$ cat src/rtl/fp_result_fifo.sv
// fp_result_fifo: result buffer behind the FP square-root pipeline.
//   The block captures each pipeline result into a FIFO. It also holds credits
//   for issue and keeps sticky IEEE exception flags.
// Latency: pipe_valid in cycle N gives result_valid in cycle N+1.
//   With FP_RESULT_FIFO_BYPASS_EN, an empty FIFO gives 0-cycle latency.
// Backpressure: result_ready stalls the head entry. Issue is throttled while
//   (count + inflight) reaches DEPTH, because the pipeline itself cannot stall.
// Ports:
//   clk, rst (async, active low)
//   issue_req/issue_ready : credit handshake toward the pipeline input
//   pipe_valid/data/flags : pipeline output strobe and payload
//   result_valid/ready/data/flags : consumer handshake
//   fflags, fflags_clr    : sticky flags {NV,OF,UF,NX} and their clear
//   drop_err              : sticky overflow/unsolicited-result error
// Optional feature macro: FP_RESULT_FIFO_BYPASS_EN (combinational empty-FIFO bypass).
module fp_result_fifo #(
  parameter int DEPTH = 8
) (
  input  logic        clk,
  input  logic        rst,
  input  logic        issue_req,
  output logic        issue_ready,
  input  logic        pipe_valid,
  input  logic [31:0] pipe_data,
  input  logic [3:0]  pipe_flags,
  output logic        result_valid,
  input  logic        result_ready,
  output logic [31:0] result_data,
  output logic [3:0]  result_flags,
  output logic [3:0]  fflags,
  input  logic        fflags_clr,
  output logic        drop_err
);

  localparam int PW = $clog2(DEPTH);
  localparam int CW = $clog2(DEPTH + 1);

  // Entry layout: {flags[3:0], data[31:0]}
  logic [35:0]   mem_q [DEPTH];
  logic [PW-1:0] wr_ptr_q, wr_ptr_d;
  logic [PW-1:0] rd_ptr_q, rd_ptr_d;
  logic [CW-1:0] count_q, count_d;
  logic [CW-1:0] inflight_q, inflight_d;
  logic [3:0]    fflags_q, fflags_d;
  logic          drop_err_q, drop_err_d;

  logic          fifo_empty, fifo_full;
  logic          issue_fire, fifo_deq, full_drop, wr_en, underflow;
  logic          bypass_act, bypass_take;
  logic [CW:0]   occupancy;
  logic [35:0]   head;

  assign head       = mem_q[rd_ptr_q];
  assign fifo_empty = (count_q == '0);
  assign fifo_full  = (count_q == CW'(DEPTH));

  // Credits are registered-only, so the issue path never sees result_ready.
  assign occupancy   = {1'b0, count_q} + {1'b0, inflight_q};
  assign issue_ready = (occupancy < (CW+1)'(DEPTH));
  assign issue_fire  = issue_req && issue_ready;

`ifdef FP_RESULT_FIFO_BYPASS_EN
  assign bypass_act  = fifo_empty && pipe_valid;
  assign bypass_take = bypass_act && result_ready;
`else
  assign bypass_act  = 1'b0;
  assign bypass_take = 1'b0;
`endif

  always_comb begin
    result_valid = !fifo_empty || bypass_act;
    result_data  = '0;
    result_flags = '0;
    if (bypass_act) begin
      result_data  = pipe_data;
      result_flags = pipe_flags;
    end else if (!fifo_empty) begin
      result_data  = head[31:0];
      result_flags = head[35:32];
    end
  end

  // A dequeue in the same cycle makes room, so a full FIFO still accepts then.
  assign fifo_deq  = !fifo_empty && result_ready;
  assign full_drop = pipe_valid && fifo_full && !fifo_deq;
  assign wr_en     = pipe_valid && !full_drop && !bypass_take;
  // A result with no credit outstanding was never issued by us.
  assign underflow = pipe_valid && !issue_fire && (inflight_q == '0);

  always_comb begin
    wr_ptr_d   = wr_en    ? wr_ptr_q + PW'(1) : wr_ptr_q;
    rd_ptr_d   = fifo_deq ? rd_ptr_q + PW'(1) : rd_ptr_q;
    count_d    = count_q + CW'(wr_en) - CW'(fifo_deq);

    inflight_d = inflight_q;
    if (issue_fire && !pipe_valid)
      inflight_d = inflight_q + CW'(1);
    else if (pipe_valid && !issue_fire && inflight_q != '0)
      inflight_d = inflight_q - CW'(1);

    fflags_d   = (fflags_clr ? 4'b0 : fflags_q) |
                 ((pipe_valid && !full_drop) ? pipe_flags : 4'b0);
    drop_err_d = drop_err_q || full_drop || underflow;
  end

  always_ff @(posedge clk or negedge rst) begin
    if (!rst) begin
      wr_ptr_q   <= '0;
      rd_ptr_q   <= '0;
      count_q    <= '0;
      inflight_q <= '0;
      fflags_q   <= '0;
      drop_err_q <= 1'b0;
    end else begin
      wr_ptr_q   <= wr_ptr_d;
      rd_ptr_q   <= rd_ptr_d;
      count_q    <= count_d;
      inflight_q <= inflight_d;
      fflags_q   <= fflags_d;
      drop_err_q <= drop_err_d;
    end
  end

  // Storage is not reset; reads are masked by count until written.
  always_ff @(posedge clk) begin
    if (wr_en) mem_q[wr_ptr_q] <= {pipe_flags, pipe_data};
  end

  assign fflags   = fflags_q;
  assign drop_err = drop_err_q;

endmodule

$ cat config.mk
export PLATFORM = sky130hd
export DESIGN_NAME = fp_result_fifo
export DESIGN_NICKNAME = d
export VERILOG_FILES = /design/src/rtl/fp_result_fifo.sv
export SDC_FILE = /design/constraint.sdc
export NUM_CORES = 1
export LEC_CHECK = 0
export CORE_MARGIN = 4
export CORE_UTILIZATION = 57
export CTS_CLUSTER_DIAMETER = 50
export DETAILED_ROUTE_END_ITERATION = 10
export DONT_BUFFER_PORTS = 1
export PLACE_DENSITY = 0.75
export SETUP_SLACK_MARGIN = 0.5
export SYNTH_ARGS = -nofsm -noshare
export SYNTH_HDL_FRONTEND = slang
export SYNTH_SLANG_ARGS = --single-unit
$ cat constraint.sdc
create_clock -name clk -period 4.9 [get_ports clk]
set_input_delay 1.47 -clock clk [delete_from_list [all_inputs] [get_ports clk]]
set_output_delay 1.47 -clock clk [all_outputs]
set_load 0.02 [all_outputs]
==> results.tsv <==
stage	metric	value	unit
run_status	status	finished clean	
sta	worst_pin_slew	1.07	ns
synth	synth_edf_count	288	
power	power_density	633	nW/um^2
detailed_routing	ant_nets	0	
clock_tree	cts_setup_buffers	0	
worst_setup_path	worstPathBufferInverterCount	1	
hold_path	worst_hold_path.endpoint	inflight_q[3]$_DFFE_PN0P_	
clock_tree	cts.sinks	307	
synth	synth.distinct_cells	34	
sta	finalCriticalPeriod	4.16	ns
worst_setup_path	cp_cell_sequence	buf_4, mux4_2, mux2i_1, nor2_1	
clock_tree	cts_tree	built	
grt	grt_max_degree	41	
clock_tree	postCtsResizedCells	0	
placement	hpwlAfterDp	13.0	mm
worst_setup_path	reg2reg_from	count_q[1]$_DFF_PN0_	
sta	finalSetupTns	0	ns
worst_setup_path	ff2ff_setup_slack	1.76	ns
floorplan	core	20500	sq um
hold_path	min-delay-start	inflight_q[3]$_DFFE_PN0P_	
detailed_routing	firstDrtPassIters	4	
worst_setup_path	crit_arrival	2.69	ns
cells_and_area	drive_above_1_share	0.254	
synth	syn-instance-count	564	
detailed_routing	vias	5440	
floorplan	die_x	153	um
synth	yosysWarnings	0	
clock_tree	clkLatencyLatePin	0.50	ns
synth	ys_seq_area_frac	0.759	
worst_setup_path	rr_endpoint	count_q[2]$_DFF_PN0_	
detailed_routing	drt_iter0_markers	531	
clock_tree	clock_tree.buffer_depth	3	
hold_path	worst_hold_path_type	flop to flop	
cells_and_area	utilization	0.663	
worst_setup_path	critical-path-top-delay-family	flip-flops	
grt	antenna_found_initial	0	
sta	relSlewSlack	0.287	
floorplan	io_pins	85	
cells_and_area	nets	652	
sta	fmax	241	MHz
sta	grt_setup_unrepaired	no	
worst_setup_path	end_kind	output pin	
cells_and_area	fillers	1296	
placement	gp_congestion	0.749	
clock_tree	ctsHtreeMaxLevel	2	
detailed_routing	wirelength	22.1	mm
hold_path	hold_path_depth	1	
worst_setup_path	crit_slowest_cell	dfrtp_4	
detailed_routing	drc_errors	0	
cells_and_area	regArea	9130	sq um
synth	ys.flop_type	edfxtp_1	
synth	synthesis.area	12000	sq um
worst_setup_path	crit_fanout	28	
synth	syn-num-nets	620	
cells_and_area	layout_common_cells	edfxtp_1 (288), mux4_2 (72), mux2i_1 (42), nor2_1 (37), clkbuf_16 (35)	
grt	overflow	0	
clock_tree	clk_pin_slew	0.06	ns
grt	grt_pass1_wl	34.2	mm
placement	dp.cells	830	
clock_tree	cts-root-buf	clkbuf_16	
worst_setup_path	crit_required	3.43	ns
grt	grt_usage	0.190	
placement	io_buffers	0	
synth	async_flop_share	0.0619	
sta	final_max_slew_viol_count	0	
sta	clock_skew	0.0167	ns
sta	whs	0.541	ns
cells_and_area	fin_cells	887	
detailed_routing	routed_via_density	6.13	
synth	synth_area_per_cell	21.3	sq um
sta	setup_violations	0	
cells_and_area	final_common_cell	edfxtp_1	
worst_setup_path	reg2reg_depth	9	
power	vdd.ir_drop.worst	415	uV
detailed_routing	wire_per_inst	24.9	um
worst_setup_path	max_stage_delay	0.80	ns
grt	grt_pass1_vias	5777	
power	finalPower	8590	uW
sta	timing.final.crit_share	0.848	
floorplan	dieArea	23500	sq um
worst_setup_path	criticalPathCategory	flop to output pin	
sta	finalHoldViolCount	0	
floorplan	die_h	153	um
floorplan	num_rows	52	
cells_and_area	diodes	0	
floorplan	initial_core_util	0.587	
cells_and_area	syn_to_final_growth	12.9	%
worst_setup_path	cp-start-kind	flop	
power	p_leak	0.00455	uW
cells_and_area	multi_input_area	2830	sq um
synth	ys_ff_latch	307	
clock_tree	cts_made_buffers	34	
clock_tree	ctsHoldBuffers	0	
job	max_cap_violations	0	
flip-flops by register name (all words and copies together) (netlist names):
name and count:
wr_ptr_q 3, rd_ptr_q 3, mem_q 288, fflags 4, inflight_q 4, count_q 4
drop_err 1
report_power, final:
group	switching, uW	leakage [uW]	internal, uW
sequential	397	0.00283	3320
combinational	1390	0.00120	1080
clock	943	0.000515	1460
total	2730	0.00455	5860
synth_stat cells (all sizes together) (3+ instances only):
library cell  count  area share
dfrtp            19       0.040
nand2            10      0.0031
buf              14      0.0053
edfxtp          288        0.72
a21oi             4      0.0026
ha               12       0.012
inv              12      0.0037
mux4             72        0.13
mux2              3      0.0028
nor2             38       0.012
xor2              4      0.0029
o21ai             5      0.0021
clkbuf           11      0.0034
xnor2             5      0.0036
nand3             4      0.0017
mux2i            42       0.035
metrics by stage:
stage	worst slack (ns)	instance area [sq um]
floorplan	-0.346	12100
global placement	1.21	12500
detailed placement	1.15	12500
CTS	0.622	13600
global route	0.507	13600
finish	0.743	13600
logic make-up (layout without fill, tap and decap cells):
logic type               Yosys count  count (layout)  share of synthesized area
AND/OR/NAND/NOR                   65              65                     0.0248
AO/OA/AOI/OAI                     15              15                    0.00915
multiplexers                     117             117                      0.173
XOR/XNOR                           9               9                    0.00655
flip-flops                       307             307                      0.759
buffers and inverters             37              90                     0.0125
adder cells (fa/ha/maj)           14              14                     0.0158
routing by layer:
metal	vias to the layer above	track usage	wire length, um
li1	2358	-	-
met5	-	0	0
met4	0	0.0450	343
met2	198	0.308	11000
met3	28	0.0523	1940
met1	2856	0.264	8830
cell type report:
class | instances | area share
inverter | 12 | 0.00332
sequential | 307 | 0.672
timing repair buffer | 21 | 0.0125
clock buffer | 41 | 0.0661
tap | 270 | 0.0249
multi-input combinational | 220 | 0.209
clock inverter | 16 | 0.0121
worst reg2reg max path, stage by stage (launching register included):
cell and delay (ns):
dfrtp_1 0.45, nor2_1 0.21, and2_2 0.76, inv_1 0.37, nand2_1 0.24, mux2i_1 0.21
ha_1 0.19, inv_1 0.06, fa_1 0.40, xnor2_1 0.14
worst max-delay path by stage:
stage | from | slack [ns] | cells past startpoint | to
finish | rd_ptr_q[0]$_DFFE_PN0P_ | 0.74 | 4 | result_flags[0]
global route | rd_ptr_q[0]$_DFFE_PN0P_ | 0.51 | 4 | result_flags[0]
CTS | rd_ptr_q[0]$_DFFE_PN0P_ | 0.62 | 4 | result_flags[0]
global placement | rd_ptr_q[0]$_DFFE_PN0P_ | 1.21 | 4 | result_flags[0]
floorplan | result_ready | -0.35 | 4 | mem_q[3][0]$_DFFE_PP_
detailed placement | rd_ptr_q[0]$_DFFE_PN0P_ | 1.15 | 4 | result_flags[0]
Power figures use the tool's default switching activity.
